[config.mk]
export PLATFORM = sky130hd
export DESIGN_NAME = vga_fb_arbiter
export DESIGN_NICKNAME = d
export VERILOG_FILES = /design/src/rtl/vga_fb_arbiter.sv
export SDC_FILE = /design/constraint.sdc
export NUM_CORES = 1
export LEC_CHECK = 0
export CAP_MARGIN = 25
export CORE_AREA = 2 2 138 140
export DETAILED_ROUTE_END_ITERATION = 8
export DIE_AREA = 0 0 140 142
export PLACE_DENSITY_LB_ADDON = 0.05
export SLEW_MARGIN = 25
export SYNTH_ARGS = -nofsm -noshare
export SYNTH_HDL_FRONTEND = slang
export SYNTH_SLANG_ARGS = --single-unit
[constraint.sdc]
create_clock -name app_clk -period 2.9 [get_ports app_clk]
set_clock_uncertainty 0.1 [all_clocks]
set_input_delay 0.58 -clock app_clk [delete_from_list [all_inputs] [get_ports app_clk]]
set_output_delay 0.58 -clock app_clk [all_outputs]
set_load 0.1 [all_outputs]
[src/rtl/vga_fb_arbiter.sv]
// Arbitrates a single-port framebuffer RAM between scanout prefetch and host writes.
// Scanout reads fill a small FIFO that feeds the display pixel pipe.
module vga_fb_arbiter #(
    parameter int unsigned H_ACTIVE   = 640,
    parameter int unsigned V_ACTIVE   = 480,
    parameter int unsigned ADDR_W     = 19,
    parameter int unsigned FIFO_DEPTH = 8,
    parameter int unsigned LOW_WM     = 4
) (
    input  logic              app_clk,
    input  logic              app_rst,
    input  logic              frame_start,
    input  logic              pix_pop,
    output logic [7:0]        pix_data,
    output logic              pix_valid,
    output logic              underflow,
    input  logic              host_wr_valid,
    output logic              host_wr_ready,
    input  logic [ADDR_W-1:0] host_wr_addr,
    input  logic [7:0]        host_wr_data,
    output logic              mem_en,
    output logic              mem_we,
    output logic [ADDR_W-1:0] mem_addr,
    output logic [7:0]        mem_wdata,
    input  logic [7:0]        mem_rdata
);

    localparam int unsigned TOTAL = H_ACTIVE * V_ACTIVE;
    localparam int unsigned PW    = $clog2(FIFO_DEPTH);
    localparam int unsigned CW    = PW + 1;

    logic [7:0]        fifo_q [FIFO_DEPTH];
    logic [PW-1:0]     wr_ptr_q, wr_ptr_d;
    logic [PW-1:0]     rd_ptr_q, rd_ptr_d;
    logic [CW-1:0]     count_q, count_d;
    logic [ADDR_W-1:0] rd_addr_q, rd_addr_d;
    logic              inflight_q, inflight_d;
    logic              fetch_done_q, fetch_done_d;
    logic              underflow_q, underflow_d;

    logic [CW-1:0] occ;
    logic          rd_need, rd_issue, wr_issue, push, pop;

    always_comb begin
        occ      = count_q + CW'(inflight_q);
        rd_need  = !fetch_done_q && (occ < CW'(FIFO_DEPTH)) && !frame_start;
        rd_issue = 1'b0;
        wr_issue = 1'b0;
        if (!app_rst) begin
            if (rd_need && (occ < CW'(LOW_WM))) begin
                rd_issue = 1'b1;
            end else if (host_wr_valid) begin
                wr_issue = 1'b1;
            end else if (rd_need) begin
                rd_issue = 1'b1;
            end
        end

        mem_en        = rd_issue | wr_issue;
        mem_we        = wr_issue;
        host_wr_ready = wr_issue;
        mem_addr      = wr_issue ? host_wr_addr : (rd_issue ? rd_addr_q : '0);
        mem_wdata     = wr_issue ? host_wr_data : 8'h00;

        // A return that lands on frame_start belongs to the old frame and is dropped.
        push = inflight_q && !frame_start;
        pop  = pix_pop && (count_q != '0) && !frame_start;

        wr_ptr_d     = push ? wr_ptr_q + 1'b1 : wr_ptr_q;
        rd_ptr_d     = pop ? rd_ptr_q + 1'b1 : rd_ptr_q;
        count_d      = count_q + CW'(push) - CW'(pop);
        rd_addr_d    = rd_addr_q;
        fetch_done_d = fetch_done_q;
        underflow_d  = underflow_q | (pix_pop && (count_q == '0));
        inflight_d   = rd_issue;

        if (rd_issue) begin
            if (rd_addr_q == ADDR_W'(TOTAL - 1)) begin
                rd_addr_d    = '0;
                fetch_done_d = 1'b1;
            end else begin
                rd_addr_d = rd_addr_q + 1'b1;
            end
        end

        if (frame_start) begin
            wr_ptr_d     = '0;
            rd_ptr_d     = '0;
            count_d      = '0;
            rd_addr_d    = '0;
            fetch_done_d = 1'b0;
            underflow_d  = 1'b0;
            inflight_d   = 1'b0;
        end
    end

    always_ff @(posedge app_clk) begin
        if (app_rst) begin
            wr_ptr_q     <= '0;
            rd_ptr_q     <= '0;
            count_q      <= '0;
            rd_addr_q    <= '0;
            inflight_q   <= 1'b0;
            fetch_done_q <= 1'b0;
            underflow_q  <= 1'b0;
        end else begin
            wr_ptr_q     <= wr_ptr_d;
            rd_ptr_q     <= rd_ptr_d;
            count_q      <= count_d;
            rd_addr_q    <= rd_addr_d;
            inflight_q   <= inflight_d;
            fetch_done_q <= fetch_done_d;
            underflow_q  <= underflow_d;
        end
    end

    always_ff @(posedge app_clk) begin
        if (push) begin
            fifo_q[wr_ptr_q] <= mem_rdata;
        end
    end

    assign pix_valid = (count_q != '0);
    assign pix_data  = pix_valid ? fifo_q[rd_ptr_q] : 8'h00;
    assign underflow = underflow_q;

endmodule

==> out/metrics.cfg <==
[status]
status = complete, but fails checks
violations = DRC

[worst_setup_path]
worst_setup_path_end_kind = primary output
crit_path_start_kind = flip-flop
crit_path_max_incr_delay_ns = 0.36
path_buf_inv = 3
cp_cell_sequence = ha_2 -> a31o_4 -> a21oi_4 -> a311oi_4 -> buf_6 -> clkbuf_16 -> a22o_2 -> buf_12
worstPathArrival_ns = 2.18
crit_slowest_cell = dfxtp_4
cp.required_ns = 2.22
crit_path_max_fanout = 15
cp_top_family = compound AO/OA/AOI/OAI gates
path_class = flip-flop to primary output

[place]
dp_cells = 672
dp_slack_ns = -0.07609
gp_congestion = 0.7580
port_buffers = 79
place_hpwl_um = 8091

[pwr]
p_int_mw = 2.285
peakVddDrop_mv = 0.2414
p_per_area_nw_per_um2 = 473.0
seqPwrFrac = 0.486
power_frac_clock = 0.363
p_switching_mw = 0.8291
p_comb_frac = 0.150
power.share.switching = 0.2663
power_mw = 3.114
p_leak_nw = 2.266

[clock_network]
htree_levels = 3
clkSlewWorstSetupHoldPaths_ns = 0.07
clk_latency_ns = 0.34
root_buffer = clkbuf_16
cts_tree = built
cts_sinks = 99
clk_path_buf_depth = 2
cts_buffers = 9

[drt]
routed_wl_um = 12010
wl_per_cell_um = 17.30
drc_errors = 2
via_per_inst = 4.571
drt-initial-drc-count = 103
via_count = 3172
firstDrtPassIters = 6
postRouteAntennaNets = 0

[min_path]
hold_class = flip-flop to flip-flop

[layout]
num-fill-cells = 1777
area_growth_syn_to_layout_pct = 46.51
finalNetCount = 503
drive_above_1_share = 0.3312
fin_util = 0.3567
layoutNonFillerInstCount = 694

[synthesis]
synth.distinct_cells = 48
async_reset_ff_frac = 0
syn_nets = 403
syn_inst = 354
syn_area_per_cell_um2 = 12.69
yosysSeqAreaShare = 0.5837
yosysWarnings = 0
ys_ff_latch = 99
synthFlopType = edfxtp_1
synth_area_um2 = 4493
synth_edf_count = 64

[global_route]
grt_first_pass_wirelength_um = 18800
antenna_found_initial = 1
overflow = 0
grt_pass1_vias = 3324
grtUsageTotal = 0.1262
grt_start_max_net_pins = 31

[timing]
rsz0062_at_grt = yes
slew_headroom = 0.5861
post-route-period-util = 0.9855
finalHoldViolCount = 0
max_freq_mhz = 349.9
worst_slack_ns = 0.04211
setup_violations = 0
final.min_clock_period_ns = 2.858
tightest_slew_ns = 0.6200
report.final.slew_viol_count = 0

[die]
die_height_um = 142
num_rows = 50
io-pin-count = 80
die_x_um = 140
coreArea_um2 = 18460
die-area_um2 = 19880
start_util = 0.2435

[job]
cap_violations = 0

path summary, 6_finish.rpt:
path	startpoint	endpoint	slack, ns	cells after the start
worst max-delay path	count_q[2]	mem_addr[12]	0.04	8
worst max register to register	count_q[2]	count_q[3]	0.49	11
worst min-delay path	underflow	underflow	0.37	2
worst min register to register	underflow	underflow	0.37	2
layout make-up:
type,count,area (um^2),area share
Clock buffer,9,225.2,0.03421
Timing Repair Buffer,109,1435,0.2180
Sequential cell,99,2629,0.3994
Multi-Input combinational cell,223,1879,0.2855
Tap cell,234,292.8,0.04448
Clock inverter,7,52.55,0.007983
Antenna cell,1,2.502,0.0003802
Timing Repair inverter,1,8.758,0.001331
Inverter,11,57.56,0.008744
cell usage after synthesis, types with 2 or more instances:
cell type  count  area share
a31o_2         2      0.0039
nand4b_1       2      0.0039
mux2i_1       13       0.029
and2_1        11       0.015
nor3_1         3      0.0033
xnor2_1        3      0.0058
clkbuf_1       8      0.0067
o22ai_1        6      0.0084
nor2_1        32       0.027
o311ai_0       2      0.0039
buf_2          6      0.0067
a21oi_1       19       0.021
dfxtp_1       35        0.16
nand4_1        5      0.0070
nand2b_1       3      0.0042
o21ai_0        4      0.0045
o41ai_1        2      0.0039
buf_1          2      0.0017
a22o_1        19       0.037
buf_4          4      0.0067
or3_1         10       0.014
nand3_1       14       0.016
mux4_2        16       0.080
nand2_1       24       0.020
ha_1           8       0.022
inv_1         10      0.0084
o31ai_1        2      0.0033
edfxtp_1      64        0.43
o211ai_1       2      0.0033
xor2_1         5      0.0097
routing by layer:
layer | wire length [um] | GRT usage | vias to the layer above | part of all wire
li1 | - | - | 1541 | -
met1 | 5341 | 0.1566 | 1558 | 0.44
met2 | 6168 | 0.2201 | 60 | 0.51
met3 | 310 | 0.02187 | 13 | 0.026
met4 | 186 | 0.04944 | 0 | 0.015
met5 | 0 | 0 | - | 0
layout by cell type (no fill, tap or decap), types with 3 or more instances in the layout:
cell | netlist | layout
edfxtp_1 | 64 | 64
buf_12 | 0 | 40
clkdlybuf4s50_1 | 0 | 37
dfxtp_1 | 35 | 32
buf_4 | 4 | 28
nor2_1 | 32 | 24
nand2_1 | 24 | 24
a21oi_1 | 19 | 18
mux4_2 | 16 | 16
nand3_1 | 14 | 14
mux2i_1 | 13 | 13
a22o_2 | 0 | 11
or3_1 | 10 | 10
clkbuf_16 | 0 | 10
inv_1 | 10 | 9
nor2_2 | 0 | 8
and2_2 | 0 | 8
a22o_4 | 0 | 8
ha_1 | 8 | 7
o22ai_1 | 6 | 6
nand4_1 | 5 | 5
xor2_1 | 5 | 5
o21ai_0 | 4 | 4
and2_1 | 11 | 3
nor3_1 | 3 | 3
clkinv_4 | 1 | 3
per-stage QoR:
step | cell area, um^2 | setup TNS [ns] | hold WS (ns)
6_report | 6583 | 0 | 0.3737
5_1_grt | 6580 | -0.03345 | 0.4375
4_1_cts | 6444 | 0 | 0.3834
3_5_place_dp | 6141 | -1.307 | 0.3657
3_3_place_gp | 6141 | -1.263 | 0.3550
2_1_floorplan | 4558 | 0 | 0.3525
flip-flops by register name (all words and copies together), names as in the netlist, named ones only:
signal / count
inflight_q: 1
rd_addr_q: 19
wr_ptr_q: 3
underflow: 1
fifo_q: 64
count_q: 4
rd_ptr_q: 3
fetch_done_q: 1
cell families after synthesis:
logic type	Yosys count	share of synthesized area
AND/OR/NAND/NOR	115	0.1320
flip-flops	99	0.5837
AO/OA/AOI/OAI	62	0.09830
buffers and inverters	32	0.03453
multiplexers	29	0.1092
adder cells (fa/ha/maj)	9	0.02673
XOR/XNOR	8	0.01560
worst reg2reg max path, cell delays in order (launching register included):
cell and delay (ns):
dfxtp_4 0.37, inv_1 0.06, ha_1 0.18, and2_1 0.17
clkinvlp_4 0.12, nand2_1 0.13, or3_1 0.35, ha_1 0.27
a21o_1 0.18, a21oi_1 0.17, xnor2_1 0.14, nor2_1 0.05
power by group through the flow:
stage	logic, mW	registers (mW)	clock network, mW
final	0.468	1.51	1.13
after global routing	0.494	1.52	1.25
after CTS	0.461	1.51	1.19
after detailed placement	0.457	1.55	0
after global placement	0.455	1.55	0
after floorplan	0.249	1.55	0
what timing repair did:
action	in CTS	in global routing
setup buffers	0	4
cloned	1	1
resized for setup	5	16
setup endpoints to repair	28	28
hold buffers	0	0
pin swaps	0	4
(Power assumes the default switching activity.)
